File: config.mk
export PLATFORM = sky130hd
export DESIGN_NAME = irq_gateway
export DESIGN_NICKNAME = d
export VERILOG_FILES = /design/src/rtl/irq_gateway_pkg.sv /design/src/rtl/irq_gateway_src.sv /design/src/rtl/irq_gateway.sv
export SDC_FILE = /design/constraint.sdc
export NUM_CORES = 1
export LEC_CHECK = 0
export ABC_AREA = 1
export BUFFER_PORTS_ARGS = -buffer_cell sky130_fd_sc_hd__buf_2
export CAP_MARGIN = 20
export CELL_PAD_IN_SITES_DETAIL_PLACEMENT = 2
export CELL_PAD_IN_SITES_GLOBAL_PLACEMENT = 2
export CORE_ASPECT_RATIO = 0.7
export CORE_MARGIN = 5
export CORE_UTILIZATION = 31
export CTS_CLUSTER_SIZE = 25
export DETAILED_ROUTE_END_ITERATION = 10
export GPL_TIMING_DRIVEN = 0
export PLACE_DENSITY = 0.82
export SYNTH_ARGS = -nofsm -noshare
export SYNTH_HDL_FRONTEND = slang
export SYNTH_HIERARCHICAL = 1
export SYNTH_SLANG_ARGS = --single-unit
File: constraint.sdc
create_clock -name clk -period 2 [get_ports clk]
set_input_delay 0 -clock clk [delete_from_list [all_inputs] [get_ports clk]]
set_output_delay 0 -clock clk [all_outputs]
set_load 0.005 [all_outputs]
File: src/rtl/irq_gateway_pkg.sv
// Shared configuration for the interrupt gateway: source count, counter width
// and the per-source state encoding.
package config_pkg;
  localparam int PLIC_NUM_SRC = 4;
  localparam int GW_CNTW      = 3;

  typedef enum logic [1:0] {
    IDLE  = 2'd0,
    REQ   = 2'd1,
    INSVC = 2'd2
  } gw_state_e;
endpackage

File: src/rtl/irq_gateway_src.sv
// One interrupt source: input synchronizer, rising-edge detect, saturating
// pending-edge counter and the IDLE/REQ/INSVC request state machine.
module irq_gateway_src
  import config_pkg::*;
#(
  parameter int CNTW = GW_CNTW
) (
  input  logic clk,
  input  logic reset,
  input  logic src,
  input  logic edge_mode,
  input  logic claim,
  input  logic complete,
  output logic request,
  output logic overflow
);
  localparam logic [CNTW-1:0] CMAX = '1;

  logic            s1, s2, prev, mode_q;
  logic [CNTW-1:0] cnt, cnt_n;
  logic            ovf_n;
  gw_state_e       st, st_n;
  logic            rise, mode_chg, dec;

  assign rise     = s2 & ~prev;
  assign mode_chg = edge_mode ^ mode_q;
  assign dec      = (st == REQ) & claim;
  assign request  = (st == REQ);

  always_ff @(posedge clk or posedge reset) begin
    if (reset) begin
      s1       <= 1'b0;
      s2       <= 1'b0;
      prev     <= 1'b0;
      mode_q   <= 1'b0;
      cnt      <= '0;
      overflow <= 1'b0;
      st       <= IDLE;
    end else begin
      s1       <= src;
      s2       <= s1;
      prev     <= s2;
      mode_q   <= edge_mode;
      cnt      <= cnt_n;
      overflow <= ovf_n;
      st       <= st_n;
    end
  end

  always_comb begin
    st_n  = st;
    cnt_n = cnt;
    ovf_n = overflow;
    if (mode_chg) begin
      // Mode switch flushes pending edges and withdraws an unclaimed request.
      cnt_n = '0;
      if (st == REQ) st_n = IDLE;
    end else if (edge_mode) begin
      // A claim frees a slot this cycle, so a coincident edge is never dropped.
      if (rise) begin
        if (cnt != CMAX || dec) cnt_n = cnt_n + 1'b1;
        else                    ovf_n = 1'b1;
      end
      if (dec) cnt_n = cnt_n - 1'b1;
      case (st)
        IDLE:    if (cnt_n != '0) st_n = REQ;
        REQ:     if (claim)       st_n = INSVC;
        INSVC:   if (complete)    st_n = IDLE;
        default:                  st_n = IDLE;
      endcase
    end else begin
      case (st)
        IDLE:    if (s2) st_n = REQ;
        REQ: begin
          if (claim)    st_n = INSVC;
          else if (!s2) st_n = IDLE;
        end
        INSVC:   if (complete) st_n = IDLE;
        default:               st_n = IDLE;
      endcase
    end
  end
endmodule

File: src/rtl/irq_gateway.sv
// PLIC interrupt gateway: decodes claim/complete IDs and fans them out to an
// array of per-source gateways.
module irq_gateway
  import config_pkg::*;
#(
  parameter int NSRC = PLIC_NUM_SRC,
  parameter int CNTW = GW_CNTW
) (
  input  logic            clk,
  input  logic            reset,
  input  logic [NSRC-1:0] SrcIn,
  input  logic [NSRC-1:0] EdgeMode,
  input  logic            ClaimValid,
  input  logic [5:0]      ClaimID,
  input  logic            CompleteValid,
  input  logic [5:0]      CompleteID,
  output logic [NSRC-1:0] Request,
  output logic [NSRC-1:0] Overflow
);
  logic [NSRC-1:0] claim_hit, comp_hit;

  // ID 0 and IDs above NSRC match no instance and so fall away naturally.
  for (genvar g = 0; g < NSRC; g++) begin : g_src
    localparam logic [5:0] SRC_ID = 6'(g + 1);

    assign claim_hit[g] = ClaimValid    && (ClaimID    == SRC_ID);
    assign comp_hit[g]  = CompleteValid && (CompleteID == SRC_ID);

    irq_gateway_src #(.CNTW(CNTW)) u_src (
      .clk      (clk),
      .reset    (reset),
      .src      (SrcIn[g]),
      .edge_mode(EdgeMode[g]),
      .claim    (claim_hit[g]),
      .complete (comp_hit[g]),
      .request  (Request[g]),
      .overflow (Overflow[g])
    );
  end
endmodule

==> out/metrics.yaml, run 1 <==
synth_cells: 380
synth_cell_type_count: 21
path_class: "flip-flop to flip-flop"
final.setup_skew_ps: 8.62
p_clk_share_pct: 30.5
cpMaxStageDelayCell: "dfrtp_1"
powerDensity_mw_per_mm2: 793
p_switching_mw: 1.19
syn_area_sq_mm: 0.00292
p_int_mw: 1.98
placed_cells: 535
wl_um: 9980
die-height_um: 91.2
tightest_slew_ps: 710
drtAntennaViolNets: 0
max_freq_mhz: 497
num-nets-final: 501
ioPinCount: 32
final_area_sq_mm: 0.00400
drive_gt1_share_pct: 40.6
cp-end-kind: "flip-flop"
antenna_found_initial: 1
async_reset_ff_share_pct: 100
io_buffers: 31
coreArea_sq_mm: 0.00911
vias_per_cell: 4.89
combPwrFrac_pct: 35.6
outcome: "complete, but fails checks"
cp_num_buf_inv: 2
rows: 29
r2r_setup_slack_ps: -10
maxCapViolCount: 0
globalplace.congestion: 0.770
synthFlopType: "dfrtp_1"
worstPathCellList: "inv_1, nand3_4, nand2_4, nand2_4, nand2_2, and2_4, ha_4, nand2_4, inv_2, nand3_2, nand2_2, nand2_2, o21ai_2, nand2_1, nand2_2"
dr.pass1.iters: 4
setup_viol: 1
cts_buffer_depth: 2
die_w_um: 126
synthTopCellsByArea: "dfrtp_1 34%, nand3_1 10%, nand2_1 9.0%, ha_1 8.6%, inv_1 8.5%"
ys_ff_latch: 40
power.leakage_nw: 2.01
fillers: 1032
cts_root_buf: "clkbuf_16"
synth_area_leader_cell: "dfrtp_1"
worst_slack_ps: -11.8
synth_top_area_share_pct: 34.3
worstSkewPairLatency_ps: 290
yosys-top-cells-count: "70 x nand2_1, 66 x inv_1, 60 x nand3_1"
drt-initial-drc-count: 45
slew_viol_final: 0
ir_drop_mv: 0.466
violations: "negative setup slack"
slew_headroom_pct: 52.2
die_area_sq_mm: 0.0115
dp_slack_ps: -225
tritoncts: "built"
fin_crit_ps: 2010
cp.required_ps: 2220
syn_area_per_cell_sq_um: 7.68
grt_setup_unrepaired: "true"
cp_max_fo: 5
power_frac_seq_pct: 33.8
clkTransAtPathRegs_ps: 70
fin_crit_sh_pct: 101
totalPowerFinal_mw: 3.17
grt_start_max_net_pins: 14
remaining_drc_errors: 0
synth.net_count: 424
cpMostUsedCell: "nand2_2"
cpPeakStageDelay_ps: 430
stdcell_count: 583
cp.arrival_ps: 2230
synthMostInstantiatedCell: "nand2_1"
grt_use_total_pct: 17.7
area_growth_pct: 37.2
htree_levels: 2
synth_edf_count: 0
num_vias: 2853
seq_area_sq_mm: 0.00100
cp-start-kind: "flip-flop"
place_hpwl_um: 7070
grt_pass1_vias: 3294
synth_warnings: 6
cts_buffers: 5
grt_pass1_wl_um: 16500
start_util_pct: 32.0
hold_path_class: "input pin to async pin"
wire_per_inst_um: 17.1
cts_sinks: 40
gr-total-overflow: 0
crit_family: "simple AND/OR/NAND/NOR gates"
multi_input_area_sq_mm: 0.00193
seq_area_frac_synth_pct: 34.3
switching_share_pct: 37.6
finalHoldViolations: 0
dpl_cell_area_sq_mm: 0.00323
[area by class of cell]
| cell class | count | area share, % |
|---|---|---|
| multi-input combinational | 270 | 48.2 |
| sequential | 40 | 25.0 |
| clock buffer | 6 | 3.47 |
| antenna | 1 | 0.0625 |
| inverter | 70 | 6.56 |
| clock inverter | 2 | 0.969 |
| tap | 124 | 3.88 |
| timing repair buffer | 70 | 11.8 |
[routing by layer]
layer  global-route usage, %  vias to the layer above  part of all wire (%)
li1                        -                     1379                     -
met1                    21.2                     1436                    44
met2                    33.3                       31                    53
met3                    3.28                        7                   2.5
met4                    3.21                        0                  0.52
met5                       0                        -                     0
[tightest hold or removal path, stage by stage]
cell and delay [ps]:
dlygate4sd3_1 530, buf_2 150, inv_1 300
[final timing paths]
path / startpoint / endpoint / cells past startpoint
max reg2reg: g_src[2].u_src/st[1] / g_src[2].u_src/st[1] / 15
min reg2reg: g_src[2].u_src/s1 / g_src[2].u_src/s2 / 0
min in group clk: CompleteID[0] / g_src[0].u_src/st[1] / 7
max in group asynchronous: reset / g_src[2].u_src/mode_q / 3
min: reset / g_src[0].u_src/cnt[2] / 3
max: g_src[2].u_src/st[1] / g_src[2].u_src/st[1] / 15
[layout by cell type, fill, tap and decap left out, drive strengths merged]
cell type      n
nand2        100
nand3         76
inv           70
buf           61
dfrtp         40
nor2          26
o21ai         20
ha            20
dlygate4sd3    9
nor3           8
clkbuf         6
and2           4
o21bai         4
or3            4
a21oi          4
o22ai          4
diode          1
clkinv         1
bufinv         1
[through the flow]
stage	hold WS [ps]	utilization [%]	setup TNS [ps]
5_1_grt	347	43.9	-750
2_1_floorplan	-160	-	0
6_report	276	43.9	-11.8
3_5_place_dp	57.1	35.4	-1430
4_1_cts	300	41.8	-1.77
3_3_place_gp	46.4	35.4	-633
[repair_timing]
item,4_1_cts,5_1_grt
hold endpoints to repair,48,0
setup buffers,24,7
resized for setup,36,36
hold buffers,9,0
pin swaps,18,32
setup endpoints to repair,8,8
[cells by family (layout without fill, tap and decap cells)]
logic type | after synthesis | after routing | share of synthesized area, %
AO/OA/AOI/OAI | 32 | 32 | 6.52
adder cells (fa/ha/maj) | 20 | 20 | 8.58
buffers and inverters | 70 | 148 | 9.01
flip-flops | 40 | 40 | 34.3
other | 0 | 1 | 0
AND/OR/NAND/NOR | 218 | 218 | 41.6
[flip-flops by register name, indices dropped and copies added (netlist names)]
signal	cells
g_src.u_src/cnt	12
g_src.u_src/mode_q	4
g_src.u_src/overflow	4
g_src.u_src/prev	4
g_src.u_src/s1	4
g_src.u_src/s2	4
g_src.u_src/st	8
[power groups by stage]
stage / combinational (mW) / sequential [mW] / clock [mW]
finish: 1.13 / 1.07 / 0.969
global route: 1.27 / 1.09 / 1.04
CTS: 1.04 / 1.07 / 0.998
detailed placement: 0.915 / 1.08 / 0
global placement: 0.844 / 1.07 / 0
floorplan: 0.644 / 1.04 / 0
No activity file was read; power rests on OpenSTA's default activity.
==> run 2, diff against run 1 <==
--- a/config.mk
+++ b/config.mk
@@ -11,7 +11,6 @@
 export CELL_PAD_IN_SITES_DETAIL_PLACEMENT = 2
 export CELL_PAD_IN_SITES_GLOBAL_PLACEMENT = 2
 export CORE_ASPECT_RATIO = 0.7
-export CORE_MARGIN = 5
 export CORE_UTILIZATION = 31
 export CTS_CLUSTER_SIZE = 25
 export DETAILED_ROUTE_END_ITERATION = 10
==> run 2 against run 1 <==
The flow still finishes with violations (negative setup slack); non-clock buffer count rose by 12; largest power group unchanged; largest cell class unchanged; routed wire length rose by 12%; maximum frequency fell by 2.1%; die area fell by 15%; critical endpoint unchanged; count of clock-buffer cells in the layout rose by 1.
==> out/metrics.yaml, run 2 (synthesized netlist as in run 1, its figures left out) <==
outcome: "complete, but fails checks"
violations: "negative setup slack"
coreArea_sq_mm: 0.00911
layout_common_cells: "57 x nand2_1, 54 x inv_1, 45 x nand3_1"
gr-total-overflow: 0
power.leakage_nw: 2.06
max_freq_mhz: 487
grt_pass1_vias: 3353
tritoncts: "built"
worst_slack_ps: -55.2
remaining_drc_errors: 0
cp_max_fo: 5
globalplace.congestion: 0.763
drt-initial-drc-count: 54
grt_pass1_wl_um: 17000
powerDensity_mw_per_mm2: 802
cp-start-kind: "flip-flop"
finalHoldViolations: 0
fin_crit_sh_pct: 103
largest_reg_flops: 12
htree_levels: 2
final.setup_skew_ps: 2.74
dr.pass1.iters: 4
cp-end-kind: "flip-flop"
fin_crit_ps: 2060
clkTransAtPathRegs_ps: 60
ioPinCount: 32
cp.arrival_ps: 2280
multi_input_area_sq_mm: 0.00200
path_class: "flip-flop to flip-flop"
grt_setup_unrepaired: "true"
fillers: 1036
start_util_pct: 32.0
grt_use_total_pct: 22.0
cpMostUsedCell: "nand2_4"
die-height_um: 83.2
cts_buffer_depth: 2
slew_viol_final: 0
ir_drop_mv: 0.482
setup_viol: 4
area_growth_pct: 42.8
final_common_cell: "nand2_1"
num_vias: 2976
die_area_sq_mm: 0.00981
maxCapViolCount: 0
worstPathCellList: "ha_4, ha_4, nand2_4, nand2_4, nand2_4, and2_4, ha_4, nand2_4, inv_2, nand3_2, nand2_2, nand2_4, o21ai_4, nand2_1, nand2_1"
num-nets-final: 513
die_w_um: 118
slew_headroom_pct: 47.8
totalPowerFinal_mw: 3.34
wl_um: 11200
final_area_sq_mm: 0.00417
antenna_found_initial: 0
drive_gt1_share_pct: 43.4
grt_start_max_net_pins: 13
seq_area_sq_mm: 0.00100
rows: 29
wire_per_inst_um: 18.8
tightest_slew_ps: 775
largest-register: "g_src.u_src/cnt"
worstSkewPairLatency_ps: 280
antenna-diode-count: 0
cp.required_ps: 2220
cts_sinks: 40
vias_per_cell: 5.01
hold_path_class: "input pin to async pin"
cpPeakStageDelay_ps: 420
dpl_cell_area_sq_mm: 0.00323
place_hpwl_um: 6860
io_buffers: 31
crit_family: "simple AND/OR/NAND/NOR gates"
drtAntennaViolNets: 0
dp_slack_ps: -225
cts_buffers: 5
cts_root_buf: "clkbuf_16"
cpMaxStageDelayCell: "dfrtp_1"
cp_num_buf_inv: 1
reg_top3: "g_src.u_src/cnt: 12 flops, g_src.u_src/st: 8 flops"
run 2: power by group:
group          switching, mW  leakage, nW  internal (mW)
sequential             0.161        0.510          0.920
combinational          0.787         1.46          0.483
clock                  0.334       0.0901          0.658
total                   1.28         2.06           2.06
run 2: cell type report:
class                      count  area share, %
clock buffer                   7           3.66
clock inverter                 1          0.721
inverter                      70           6.31
multi-input combinational    270           48.1
sequential                    40           24.1
tap                          124           3.72
timing repair buffer          82           13.5
run 2: final timing paths:
| path | start | slack (ps) | to | cells past startpoint |
|---|---|---|---|---|
| worst max-delay path | g_src[2].u_src/cnt[0] | -60 | g_src[2].u_src/st[1] | 15 |
| worst min-delay path | reset | 310 | g_src[3].u_src/st[1] | 3 |
| worst max register to register | g_src[2].u_src/cnt[0] | -60 | g_src[2].u_src/st[1] | 15 |
| worst min register to register | g_src[0].u_src/s1 | 350 | g_src[0].u_src/s2 | 0 |
| max in group asynchronous | reset | 1350 | g_src[1].u_src/st[1] | 3 |
| min in group clk | g_src[0].u_src/s1 | 350 | g_src[0].u_src/s2 | 0 |
run 2: worst register-to-register path: cells and delay by family (launching register included):
family | cells | cell delay [ps]
AOI/OAI and AO/OA | 1 | 170
DFF | 1 | 420
adders and majority gates | 3 | 490
buffers and inverters | 1 | 50
and+or+nand+nor | 10 | 890
run 2: metrics by stage:
step	std cells	hold WS, ps	utilization [%]	setup TNS, ps
2_1_floorplan	380	-160	-	0
3_3_place_gp	535	40.8	35.4	-638
3_5_place_dp	535	45.2	35.4	-1520
4_1_cts	581	321	42.6	-14.4
5_1_grt	594	343	45.7	-845
6_report	594	311	45.7	-133
run 2: repair_timing:
item,CTS,global route
endpoints found under the setup margin,9,9
pin swaps,24,41
hold buffers,9,0
gates resized for setup,43,41
setup buffers,29,13
cloned,0,0
endpoints found under the hold margin,48,0
run 2: routing by layer:
| metal | routed length (um) | track usage [%] | vias to the layer above |
|---|---|---|---|
| met1 | 4830 | 25.6 | 1519 |
| met5 | 0 | 0 | - |
| met3 | 234 | 3.09 | 17 |
| li1 | - | - | 1396 |
| met4 | 150 | 4.66 | 0 |
| met2 | 5960 | 42.3 | 44 |
==> run 3, diff against run 2 <==
--- a/config.mk
+++ b/config.mk
@@ -11,11 +11,12 @@
 export CELL_PAD_IN_SITES_DETAIL_PLACEMENT = 2
 export CELL_PAD_IN_SITES_GLOBAL_PLACEMENT = 2
 export CORE_ASPECT_RATIO = 0.7
-export CORE_UTILIZATION = 31
+export CORE_UTILIZATION = 32
+export CTS_BUF_LIST = sky130_fd_sc_hd__clkbuf_2
 export CTS_CLUSTER_SIZE = 25
 export DETAILED_ROUTE_END_ITERATION = 10
 export GPL_TIMING_DRIVEN = 0
-export PLACE_DENSITY = 0.82
+export PLACE_DENSITY = 0.81
 export SYNTH_ARGS = -nofsm -noshare
 export SYNTH_HDL_FRONTEND = slang
 export SYNTH_HIERARCHICAL = 1
==> run 3 against run 2 <==
The run still ends with negative setup slack left; routed wire length decreased by 14%; sequential cell count unchanged; clock skew increased by 19 ps; cell count decreased by 0.67%; setup slack improved by 26 ps; critical path depth unchanged; sequential power about the same; largest cell class unchanged; via count decreased by 4.0%; first-iteration DRC count increased by 98%; count of clock-buffer cells in the layout decreased by 2; clock power decreased by 64%; core utilization decreased by 0.45 points.
==> out/metrics.yaml, run 3 (synthesized netlist as in run 1, its figures left out) <==
start_util_pct: 33.7
setup_tns_ps: -40.1
fillers: 984
die_w_um: 116
fin_crit_sh_pct: 101
die-height_um: 81.9
cpPeakStageDelay_ps: 450
gr-total-overflow: 0
place_hpwl_um: 6600
reg_top3: "g_src.u_src/cnt: 12 flops, g_src.u_src/st: 8 flops"
power_frac_seq_pct: 40.7
worstSkewPairLatency_ps: 400
timing.rr.start: "g_src[0].u_src/cnt[0]"
worst_slack_ps: -28.8
max_freq_mhz: 493
combPwrFrac_pct: 45.7
grt_setup_unrepaired: "true"
multi_input_area_sq_mm: 0.00189
reg2reg_depth: 15
ioPinCount: 32
grt_pass1_vias: 3091
largest-register: "g_src.u_src/cnt"
drtAntennaViolNets: 0
remaining_drc_errors: 0
num-nets-final: 514
cts_sinks: 40
dr.pass1.iters: 4
cts_buffers: 5
grt_pass1_wl_um: 15500
p_switching_mw: 1.11
antenna_found_initial: 0
cp-end-kind: "flip-flop"
largest_reg_flops: 12
grt_use_total_pct: 21.1
globalplace.congestion: 0.766
violations: "negative setup slack"
holdWs_ps: 150
slew_headroom_pct: 61.8
worstPathCellList: "ha_2, ha_4, nand2_4, nand2_4, nand2_2, and2_4, ha_4, nand2_4, inv_4, nand3_2, nand2_2, nand2_2, o21ai_2, nand2_1, nand2_1"
coreArea_sq_mm: 0.00865
final_common_cell: "nand2_1"
ir_drop_mv: 0.330
tritoncts: "built"
powerDensity_mw_per_mm2: 661
p_clk_share_pct: 13.6
cp_max_fo: 4
fin_crit_ps: 2030
rr_endpoint: "g_src[0].u_src/st[1]"
htree_levels: 2
cp.arrival_ps: 2390
area_growth_pct: 34.3
switching_share_pct: 42.9
dp_slack_ps: -195
io_buffers: 31
num_vias: 2856
cpMaxStageDelayCell: "dfrtp_1"
cp-start-kind: "flip-flop"
path_class: "flip-flop to flip-flop"
clkTransAtPathRegs_ps: 230
p_int_mw: 1.48
die_area_sq_mm: 0.00951
cp.required_ps: 2360
maxCapViolCount: 0
final.setup_skew_ps: 21.6
cts_buffer_depth: 2
tightest_slew_ps: 567
crit_path_start: "g_src[0].u_src/cnt[0]"
finalHoldViolations: 0
grt_start_max_net_pins: 13
wire_per_inst_um: 16.3
r2r_setup_slack_ps: -30
rows: 28
crit_family: "simple AND/OR/NAND/NOR gates"
antenna-diode-count: 0
setup_viol: 2
wl_um: 9590
vias_per_cell: 4.84
drive_gt1_share_pct: 41.3
power.leakage_nw: 1.97
slew_viol_final: 0
drt-initial-drc-count: 107
cp_num_buf_inv: 1
cts_root_buf: "clkbuf_2"
outcome: "complete, but fails checks"
hold_path_class: "input pin to async pin"
seq_area_sq_mm: 0.00100
layout_common_cells: "60 x nand2_1, 55 x inv_1, 52 x nand3_1"
-- run 3: cell count changes in the layout (fill, tap and decap cells not counted), moves of 3 or more --
cell	change
nand3_1	+7
nand3_2	-6
clkbuf_16	-5
clkbuf_2	+5
nand2_1	+3
nand2_4	-3
-- run 3: layout make-up --
| cell class | count | area share (%) |
|---|---|---|
| clock inverter | 2 | 0.319 |
| inverter | 70 | 6.77 |
| sequential | 40 | 25.6 |
| timing repair buffer | 83 | 14.5 |
| clock buffer | 5 | 0.639 |
| tap | 120 | 3.83 |
| multi-input combinational | 270 | 48.3 |
-- run 3: power groups by stage --
stage	logic [mW]	registers, mW	clock network, mW
global placement	0.848	1.07	0
floorplan	0.644	1.04	0
detailed placement	0.906	1.08	0
global route	1.32	1.07	0.413
CTS	1.10	1.04	0.389
finish	1.18	1.05	0.353
-- run 3: timing repair --
action	CTS	global route
hold buffers	9	0
hold endpoints to repair	52	0
buffers inserted	32	11
gates resized for setup	38	27
pin swaps	32	33
setup endpoints to repair	10	9
-- run 3: per-layer routing --
metal  global-route usage (%)  part of all wire (%)  wire length, um
met3                     2.73                   1.9              186
met2                     37.7                    50             4770
met1                     27.3                    47             4530
met4                     4.23                   1.0               97
met5                        0                     0                0
-- run 3: worst max path at each step --
stage,to,slack [ps],cells after the start
6_report,g_src[0].u_src/st[1],-30,15
5_1_grt,g_src[0].u_src/st[1],-150,15
4_1_cts,g_src[3].u_src/st[0],-10,13
3_5_place_dp,g_src[1].u_src/st[0],-200,14
3_3_place_gp,g_src[0].u_src/st[1],-120,17
2_1_floorplan,g_src[0].u_src/st[0],100,14
-- run 3: worst min-delay path: stages --
cell and delay, ps:
dlygate4sd3_1 550, buf_2 160, inv_1 310
-- run 3: metrics by stage --
step	area [sq um]	power, mW	std cells	utilization (%)
after floorplan	2920	1.68	380	-
after global placement	3220	1.92	531	37.2
final	3920	2.59	590	45.3
after global routing	3920	2.80	590	45.3
after CTS	3740	2.54	579	43.3
after detailed placement	3220	1.99	531	37.2
